## config.mk

```make
export PLATFORM = sky130hd
export DESIGN_NAME = conv_pool_stage
export DESIGN_NICKNAME = d
export VERILOG_FILES = /design/src/rtl/conv_pool_stage_pkg.sv /design/src/rtl/fp32_max2.sv /design/src/rtl/conv_pool_stage.sv
export SDC_FILE = /design/constraint.sdc
export NUM_CORES = 1
export LEC_CHECK = 0
export ABC_CLOCK_PERIOD_IN_PS = 11100
export CAP_MARGIN = 15
export CORE_ASPECT_RATIO = 1.4
export CORE_MARGIN = 2
export CORE_UTILIZATION = 50
export CTS_CLUSTER_SIZE = 24
export DETAILED_ROUTE_END_ITERATION = 7
export GPL_ROUTABILITY_DRIVEN = 1
export HOLD_SLACK_MARGIN = 0.12
export PLACE_DENSITY = 0.66
export SYNTH_ARGS = -nofsm -noshare
export SYNTH_HDL_FRONTEND = slang
export SYNTH_HIERARCHICAL = 1
export SYNTH_SLANG_ARGS = --single-unit
```

## constraint.sdc

```tcl
create_clock -name clk -period 11.1 [get_ports clk]
set_input_delay 2.775 -clock clk [delete_from_list [all_inputs] [get_ports clk]]
set_output_delay 2.775 -clock clk [all_outputs]
set_load 0.01 [all_outputs]
```

## src/rtl/conv_pool_stage_pkg.sv

```systemverilog
// Shared fp32 constants, field widths and FSM encoding for the conv_pool_stage
// ReLU + max-pool block.
package conv_pool_stage_pkg;

  localparam int FP_SIGN_W = 1;
  localparam int FP_EXP_W  = 8;
  localparam int FP_MAN_W  = 23;
  localparam int FP_W      = FP_SIGN_W + FP_EXP_W + FP_MAN_W;

  localparam logic [FP_W-1:0] FP32_ZERO = 32'h0000_0000;
  localparam logic [FP_W-1:0] FP32_QNAN = 32'h7FC0_0000;

  typedef enum logic [1:0] {
    IDLE,
    EVEN_ROW,
    ODD_ROW,
    FINISH
  } state_t;

  function automatic logic fp32_is_nan(input logic [FP_W-1:0] v);
    return (&v[FP_MAN_W +: FP_EXP_W]) && (|v[FP_MAN_W-1:0]);
  endfunction

endpackage

```

## src/rtl/fp32_max2.sv

```systemverilog
// Combinational fp32 max by sign-magnitude; signed zeros tie and a tie keeps
// operand a, any NaN input yields the canonical quiet NaN.
module fp32_max2
  import conv_pool_stage_pkg::*;
(
  input  logic [FP_W-1:0] a_i,
  input  logic [FP_W-1:0] b_i,
  output logic [FP_W-1:0] max_o
);

  localparam int MAG_W = FP_EXP_W + FP_MAN_W;

  logic             a_sign, b_sign, b_wins;
  logic [MAG_W-1:0] a_mag, b_mag;

  assign a_sign = a_i[FP_W-1];
  assign b_sign = b_i[FP_W-1];
  assign a_mag  = a_i[MAG_W-1:0];
  assign b_mag  = b_i[MAG_W-1:0];

  always_comb begin
    b_wins = 1'b0;
    if (a_mag == '0 && b_mag == '0) begin
      b_wins = 1'b0;
    end else if (a_sign != b_sign) begin
      b_wins = a_sign;
    end else if (!a_sign) begin
      b_wins = (b_mag > a_mag);
    end else begin
      b_wins = (b_mag < a_mag);
    end
  end

  assign max_o = (fp32_is_nan(a_i) || fp32_is_nan(b_i)) ? FP32_QNAN
               : (b_wins ? b_i : a_i);

endmodule

```

## src/rtl/conv_pool_stage.sv

```systemverilog
// ReLU + 2x2 stride-2 max pooling over a row-major fp32 matrix stream.
// Even rows fold column pairs into a half-width line buffer; odd rows finish each window.
module conv_pool_stage
  import conv_pool_stage_pkg::*;
#(
  parameter int MAX_N   = 64,
  parameter bit RELU_EN = 1'b1
) (
  input  logic            clk,
  input  logic            rst,
  input  logic            start,
  input  logic [7:0]      in_size,
  input  logic            in_valid,
  input  logic [FP_W-1:0] in_data,
  output logic            out_valid,
  output logic [FP_W-1:0] out_data,
  output logic [7:0]      out_size,
  output logic            busy,
  output logic            done,
  output logic            err
);

  localparam int         BUF_D   = MAX_N / 2;
  localparam int         BUF_AW  = (BUF_D > 1) ? $clog2(BUF_D) : 1;
  localparam logic [7:0] MAX_N_B = 8'(MAX_N);

  state_t            state_q;
  logic [7:0]        n_q, row_q, col_q;
  logic [FP_W-1:0]   a_q, c_q;
  logic [FP_W-1:0]   line_buf_q [BUF_D];
  logic [FP_W-1:0]   elem, buf_rd, pair_max, buf_c_max, quad_max;
  logic [BUF_AW-1:0] buf_idx;
  logic              accept, last_col, last_row, size_ok;

  assign elem     = (RELU_EN && in_data[FP_W-1]) ? FP32_ZERO : in_data;
  assign accept   = in_valid && (state_q == EVEN_ROW || state_q == ODD_ROW);
  assign last_col = (col_q == n_q - 8'd1);
  assign last_row = (row_q == n_q - 8'd1);
  assign size_ok  = (in_size >= 8'd2) && (in_size <= MAX_N_B);
  assign buf_idx  = col_q[BUF_AW:1];
  assign buf_rd   = line_buf_q[buf_idx];

  fp32_max2 u_max_pair (.a_i(a_q),       .b_i(elem), .max_o(pair_max));
  fp32_max2 u_max_bufc (.a_i(buf_rd),    .b_i(c_q),  .max_o(buf_c_max));
  fp32_max2 u_max_quad (.a_i(buf_c_max), .b_i(elem), .max_o(quad_max));

  always_ff @(posedge clk) begin
    if (accept && state_q == EVEN_ROW && col_q[0]) begin
      line_buf_q[buf_idx] <= pair_max;
    end
  end

  // IDLE wait start | EVEN_ROW fold pairs | ODD_ROW emit windows | FINISH done pulse
  always_ff @(posedge clk) begin
    if (rst) begin
      state_q   <= IDLE;
      n_q       <= '0;
      row_q     <= '0;
      col_q     <= '0;
      a_q       <= FP32_ZERO;
      c_q       <= FP32_ZERO;
      out_valid <= 1'b0;
      out_data  <= FP32_ZERO;
      out_size  <= '0;
      busy      <= 1'b0;
      done      <= 1'b0;
      err       <= 1'b0;
    end else begin
      out_valid <= 1'b0;
      done      <= 1'b0;
      unique case (state_q)
        IDLE: begin
          if (start) begin
            n_q      <= in_size;
            out_size <= in_size >> 1;
            busy     <= 1'b1;
            row_q    <= '0;
            col_q    <= '0;
            err      <= (in_size > MAX_N_B);
            state_q  <= size_ok ? EVEN_ROW : FINISH;
          end
        end
        EVEN_ROW, ODD_ROW: begin
          if (in_valid) begin
            if (!col_q[0]) begin
              if (state_q == EVEN_ROW) a_q <= elem;
              else                     c_q <= elem;
            end else if (state_q == ODD_ROW) begin
              out_valid <= 1'b1;
              out_data  <= quad_max;
            end
            if (last_col) begin
              col_q <= '0;
              row_q <= row_q + 8'd1;
              if (last_row)                   state_q <= FINISH;
              else if (state_q == EVEN_ROW)   state_q <= ODD_ROW;
              else                            state_q <= EVEN_ROW;
            end else begin
              col_q <= col_q + 8'd1;
            end
          end
        end
        FINISH: begin
          done    <= 1'b1;
          busy    <= 1'b0;
          state_q <= IDLE;
        end
        default: state_q <= IDLE;
      endcase
    end
  end

endmodule

```

==> run_results.csv, run 1 <==
group,metric,value,unit
final_layout,finalInstanceArea,56100,um^2
synthesis,syn_area_per_cell,16.5,um^2
grt,grt_pass1_vias,28700,
timing,setup_viol,0,
die,io_pins,88,
drt,drt-initial-drc-count,3286,
synthesis,syn_inst,2978,
timing,timing.final.crit_share,81.2,%
timing,clock_skew,0.0540,ns
outcome,failed_checks,"max-slew violations",
placed_design,placedCellCount,4297,
final_layout,area_delta_synth_final,13.9,%
clock_tree,clkTransAtPathRegs,0.07,ns
die,die_w,269,um
timing,slew_violations,33,
timing,fin_tns_setup,0,ns
setup_path,worst-setup-path-type,"flip-flop to flip-flop",
grt,grt_antenna_before_repair,1,
placed_design,gp_congestion,0.918,
setup_path,reg2reg_depth,23,
grt,grt_usage,25.9,%
min_path,worstHoldStart,"out_data[27]",
grt,grt_max_degree,109,
timing,hold_viol_final,0,
timing,holdWs,0.456,ns
clock_tree,cts_htree_levels,3,
grt,grt_overflow,0,
synthesis,synth.distinct_cells,61,
synthesis,synth_area,49300,um^2
placed_design,io_buffers,86,
synthesis,yosys_warnings,6,
timing,period_needed,9.01,ns
synthesis,synth_ff_type,"edfxtp_1",
pwr,peakVddDrop,118,uV
drt,vias,28500,
clock_tree,clk_path_buf_depth,3,
setup_path,crit_path_end_kind,"flip-flop",
drt,antenna_left,0,
final_layout,n_fill_cell,7395,
min_path,hold_depth,2,
clock_tree,post_cts_buffers,0,
clock_tree,clockRootBuffer,"clkbuf_16",
placed_design,hpwl,72700,um
setup_path,worstPathMaxFanout,48,
timing,fmax,111,MHz
drt,routed_via_density,6.30,
clock_tree,post_cts_resized,0,
synthesis,ys_ff_latch,1153,
run,cap_violations,0,
pwr,power,9.71,mW
die,dieHeight,375,um
die,coreArea,98000,um^2
timing,rsz0062_at_grt,"no",
outcome,outcome,"finished, violations left",
final_layout,antennaDiodeCount,0,
placed_design,dp_slack,2.21,ns
placed_design,dpl_cell_area,52100,um^2
clock_tree,cts_tree,"done",
die,fp.dieArea,101000,um^2
setup_path,worstPathArrival,9.51,ns
final_layout,nets,3260,
setup_path,r2r_end,"out_data[4]",
pwr,p_leak,17.5,nW
drt,drc_errors,0,
final_layout,final_cells,4514,
drt,first_pass_iters,6,
setup_path,r2r_slack,2.09,ns
drt,wire_per_inst,29.1,um
synthesis,async_reset_ff_share,0,%
clock_tree,cts-hold-fix-buffers,0,
min_path,worstHoldPathType,"flip-flop to flip-flop",
timing,layout_setup_ws,2.09,ns
pwr,p_per_area,173,nW/um^2
drt,wl,131000,um
clock_tree,numCtsBuffers,102,
synthesis,synth_edf_count,1024,
clock_tree,clk_latency,0.72,ns
min_path,min_to,"out_data[27]",
synthesis,yosysSeqAreaShare,67.7,%
final_layout,drive_gt1_share,22.9,%
grt,grt_pass1_wl,192000,um
die,initial_core_util,50.3,%
die,core.rowCount,136,
clock_tree,clock_sinks,1153,
final_layout,fin_util,57.3,%
timing,worst_pin_slew,2.02,ns
setup_path,worstPathRequired,11.60,ns
setup_path,crit_path_start_kind,"flip-flop",
timing,relSlewSlack,-35.2,%
metal layers:
layer,vias to the layer above,track usage (%),wire length (um)
met5,-,0,18
met4,2,10.5,4990
met3,261,3.02,9630
met2,1303,44.3,66100
met1,14800,34.0,50500
li1,12100,-,-
cell type report:
cell class	count	area (um^2)	area share, %
sequential	1153	33300	59.4
clock buffer	117	2640	4.70
inverter	109	409	0.729
clock inverter	76	947	1.69
timing repair buffer	206	2080	3.70
tap	1311	1640	2.92
multi-input combinational	1542	15100	26.9
where the power goes:
group          leakage (nW)  internal [mW]  total (mW)  switching, mW
Sequential             10.4           4.82        4.88         0.0570
Combinational          5.43          0.388        1.07          0.687
Clock                  1.74           2.13        3.75           1.63
synth_stat cells, drive strengths merged (4+ instances only):
| cell type | n | area [um^2] |
|---|---|---|
| edfxtp | 1024 | 30700 |
| nand2 | 321 | 1200 |
| mux4 | 320 | 7210 |
| a21oi | 158 | 791 |
| dfxtp | 129 | 2580 |
| clkbuf | 116 | 435 |
| o21ai | 116 | 581 |
| inv | 109 | 409 |
| ha | 102 | 1280 |
| o211ai | 95 | 848 |
| nor2 | 70 | 263 |
| buf | 64 | 368 |
| nor4 | 52 | 325 |
| nand4 | 46 | 288 |
| nor2b | 39 | 244 |
| mux2 | 32 | 360 |
| nand3 | 29 | 145 |
| nor3 | 23 | 115 |
| a211oi | 11 | 82.6 |
| o31ai | 11 | 82.6 |
| xnor2 | 10 | 87.6 |
| nand2b | 9 | 56.3 |
| or4 | 9 | 82.6 |
| a31oi | 8 | 50.1 |
| a221oi | 6 | 52.6 |
| nand4b | 6 | 52.6 |
| and4 | 5 | 43.8 |
| xor2 | 5 | 43.8 |
| nand3b | 4 | 30.0 |
| o21a | 4 | 30.0 |
| or2 | 4 | 32.5 |
| or3 | 4 | 25.0 |
cells by family (layout without fill, tap and decap cells):
| logic type | after synthesis | in the layout | synth area share (%) |
|---|---|---|---|
| simple gates | 637 | 637 | 6.17 |
| other cells | 1 | 7 | 0.00761 |
| buf+inv | 289 | 508 | 2.46 |
| compound gates | 426 | 426 | 5.42 |
| fa+ha+maj | 102 | 102 | 2.59 |
| mux | 355 | 355 | 15.4 |
| flops | 1153 | 1153 | 67.7 |
| xor+xnor | 15 | 15 | 0.267 |
how the worst max path moves through the flow:
stage	slack, ns	depth (start not counted)	to	start
after floorplan	4.48	28	out_data[22]	flip-flop
final	2.09	23	out_data[4]	flip-flop
after detailed placement	2.21	23	out_data[7]	flip-flop
after CTS	2.21	23	out_data[5]	flip-flop
after global placement	2.41	23	out_data[15]	flip-flop
after global routing	1.67	23	out_data[18]	flip-flop
cell usage in the layout (no fill, tap or decap), drive strengths merged, types with 4 or more instances in the layout:
cell	n
nor3	23
dfxtp	129
and4	5
nand3	29
xor2	5
buf	118
nand2b	9
clkdlybuf4s50	85
a211oi	11
o21a	4
a221oi	6
mux4	320
xnor2	10
o31ai	11
a21oi	158
or3	4
nor2b	39
clkinvlp	7
mux2	32
o21ai	116
or4	9
nand3b	4
nor4	52
nand2	321
inv	114
conb	7
a31oi	8
edfxtp	1024
clkinv	47
nor2	70
nand4b	6
clkbuf	120
nand4	46
bufinv	17
o211ai	95
or2	4
ha	102
flip-flops by register name, summed over array words and instances, names as in the netlist, named ones only:
register / flops
state_q: 2
col_q: 8
a_q: 31
err: 1
row_q: 8
busy: 1
done: 1
out_data: 32
line_buf_q: 1024
c_q: 31
out_valid: 1
n_q: 8
worst max-delay path, cell delays in order, from the launching register on:
cell and delay (ns):
dfxtp_4 0.81, buf_12 0.41, mux4_2 0.56, mux4_2 0.52, mux2_2 0.37, inv_1 0.09
ha_1 0.24, o21ai_0 0.23, nor2_1 0.07, o31ai_1 0.70, a21oi_1 0.16, and4bb_2 0.81
or2_4 0.53, o211ai_2 0.16, inv_1 0.14, ha_1 0.20, nand4_1 0.21, or4_4 0.61
a211oi_1 0.23, o21a_1 0.87, or2_4 0.53, o21ai_1 0.13, nand2_1 0.07, a21oi_1 0.09
Power figures use the tool's default switching activity.
==> run 2: changes to the inputs <==
--- a/config.mk
+++ b/config.mk
@@ -5,7 +5,7 @@
 export SDC_FILE = /design/constraint.sdc
 export NUM_CORES = 1
 export LEC_CHECK = 0
-export ABC_CLOCK_PERIOD_IN_PS = 11100
+export ABC_CLOCK_PERIOD_IN_PS = 8750
 export CAP_MARGIN = 15
 export CORE_ASPECT_RATIO = 1.4
 export CORE_MARGIN = 2
==> constraint.sdc (replaced) <==
create_clock -name clk -period 8.75 [get_ports clk]
set_input_delay 2.1875 -clock clk [delete_from_list [all_inputs] [get_ports clk]]
set_output_delay 2.1875 -clock clk [all_outputs]
set_load 0.01 [all_outputs]
==> run 2 against run 1 <==
Against the previous run:
- the run still ends with max-slew violations left
- largest cell class unchanged
- first-iteration DRC count up 2.1%
- via count rose by 0.63%
- non-clock buffer count up 14
- core utilization shrank 0.055 points
- largest power group unchanged
- setup slack got worse by 1.4 ns
- register-to-register slack got worse by 1.4 ns
- worst hold slack worse by 0.00076 ns
==> run_results.csv, run 2 (synthesized netlist as in run 1, its figures left out) <==
group,metric,value,unit
outcome,outcome,"finished, violations left",
outcome,failed_checks,"max-slew violations",
grt,gr-usage-met3,3.61,%
final_layout,finalInstanceArea,56100,um^2
setup_path,crit_buf_inv,4,
grt,grt_pass1_vias,28600,
timing,worst_pin_slew,1.78,ns
setup_path,max_stage_delay,0.69,ns
setup_path,worstPathArrival,8.73,ns
setup_path,worstPathRequired,9.37,ns
clock_tree,cts_tree,"done",
setup_path,cpMaxStageDelayCell,"nor4_1",
setup_path,worst-setup-path-type,"flip-flop to flip-flop",
setup_path,r2r_slack,0.65,ns
timing,fmax,123,MHz
die,die_w,269,um
pwr,clkPwrFrac,38.1,%
placed_design,io_buffers,86,
grt,grt_usage,25.8,%
final_layout,drive_gt1_share,23.0,%
grt,grt-busiest-layer,"met2",
drt,drt-initial-drc-count,3355,
clock_tree,clk_latency,0.73,ns
grt,grt_max_degree,67,
min_path,hold_depth,2,
final_layout,largest_reg_flops,1024,
grt,gr-usage-met2,43.8,%
drt,drc_errors,0,
clock_tree,numCtsBuffers,104,
drt,wl,131000,um
setup_path,cpLargestDelayFamily,"simple AND/OR/NAND/NOR gates",
pwr,peakVddDrop,157,uV
pwr,p_int,9.19,mW
timing,timing.final.crit_share,92.6,%
setup_path,reg2reg_depth,25,
pwr,p_seq_share,50.8,%
final_layout,nets,3276,
die,fp.dieArea,101000,um^2
drt,first_pass_iters,6,
pwr,switching_share,24.6,%
drt,routed_via_density,6.32,
final_layout,antennaDiodeCount,0,
clock_tree,clock_sinks,1153,
timing,period_needed,8.10,ns
clock_tree,clockRootBuffer,"clkbuf_16",
clock_tree,cts_htree_levels,3,
timing,hold_viol_final,0,
die,core.rowCount,136,
final_layout,area_delta_synth_final,13.8,%
timing,clock_skew,0.0311,ns
timing,rsz0062_at_grt,"no",
setup_path,r2r_end,"out_data[20]",
pwr,p_leak,17.5,nW
final_layout,regMostFlops,"line_buf_q",
clock_tree,post_cts_resized,0,
setup_path,crit_path_end_kind,"flip-flop",
pwr,combPwrFrac,11.1,%
timing,fin_tns_setup,0,ns
clock_tree,cts-hold-fix-buffers,0,
pwr,p_per_area,217,nW/um^2
die,dieHeight,375,um
final_layout,final_common_cell,"edfxtp_1",
clock_tree,clk_path_buf_depth,3,
min_path,min_to,"out_data[9]",
grt,grt_antenna_before_repair,0,
placed_design,placedCellCount,4321,
final_layout,final_cells,4527,
setup_path,crit_path_start_kind,"flip-flop",
placed_design,dpl_cell_area,52400,um^2
die,coreArea,98000,um^2
timing,setup_viol,0,
die,io_pins,88,
die,initial_core_util,50.3,%
timing,relSlewSlack,-19.0,%
placed_design,hpwl,75700,um
setup_path,worstPathMaxFanout,56,
grt,grt_pass1_wl,191000,um
min_path,worstHoldStart,"out_data[9]",
drt,vias,28600,
min_path,worstHoldPathType,"flip-flop to flip-flop",
final_layout,largestRegisters,"line_buf_q: 1024 flops, out_data: 32 flops",
drt,antenna_left,0,
grt,grtUsageMet1,34.6,%
grt,grt_overflow,0,
pwr,power.switching,2.99,mW
run,cap_violations,0,
clock_tree,post_cts_buffers,0,
placed_design,gp_congestion,0.925,
drt,wire_per_inst,28.8,um
timing,slew_violations,33,
clock_tree,clkTransAtPathRegs,0.07,ns
final_layout,layout_common_cells,"edfxtp_1, nand2_1, mux4_2",
final_layout,fin_util,57.2,%
## run 2: changes by cell type in the layout (fill, tap and decap cells not counted), moves of 2 or more
cell and delta:
inv_6 -2, buf_4 +20, clkinv_2 -3, inv_16 +2, bufinv_16 -5, buf_12 +3, clkbuf_1 +6, clkinv_1 +3
buf_8 -6
## run 2: worst max path at each step
stage	start	to	slack, ns	cells past startpoint
after floorplan	flip-flop	out_data[22]	2.13	28
after global placement	flip-flop	out_data[9]	0.89	25
after detailed placement	flip-flop	out_data[20]	0.84	23
after CTS	flip-flop	out_data[20]	0.75	25
after global routing	flip-flop	out_data[20]	0.28	25
final	flip-flop	out_data[20]	0.65	25
## run 2: power groups by stage
stage / clock (mW) / combinational [mW] / sequential [mW]
2_1_floorplan: 0 / 0.927 / 6.28
3_3_place_gp: 0 / 1.26 / 6.30
3_5_place_dp: 0 / 1.30 / 6.31
4_1_cts: 4.72 / 1.31 / 6.19
5_1_grt: 4.90 / 1.47 / 6.19
6_report: 4.64 / 1.35 / 6.19
## run 2: per-stage QoR
| stage | setup WS [ns] | power [mW] | hold slack [ns] |
|---|---|---|---|
| after floorplan | 2.13 | 7.21 | 0.449 |
| after global routing | 0.278 | 12.6 | 0.477 |
| final | 0.647 | 12.2 | 0.455 |
| after detailed placement | 0.837 | 7.61 | 0.448 |
| after CTS | 0.746 | 12.2 | 0.457 |
| after global placement | 0.885 | 7.56 | 0.448 |
## run 2: layout make-up
cell class                      instances  area, um^2
Fill cell                            7347       41900
Clock inverter                         67         767
Inverter                              109         409
Sequential cell                      1153       33300
Clock buffer                          125        2700
Tap cell                             1311        1640
Timing Repair Buffer                  220        2140
Multi-Input combinational cell       1542       15100
## run 2: tightest hold or removal path, delay by kind of cell (launching register included)
kind / cells / cell delay, ns
flip-flops: 1 / 0.31
AND/OR/NAND/NOR: 1 / 0.05
AO/OA/AOI/OAI: 1 / 0.05
## run 2: layer usage
layer,part of all wire [%],vias up,wire length (um)
met5,0,-,0
met4,3.0,0,3910
met3,8.1,245,10500
met2,50,1387,65500
met1,39,14900,50600
li1,-,12100,-
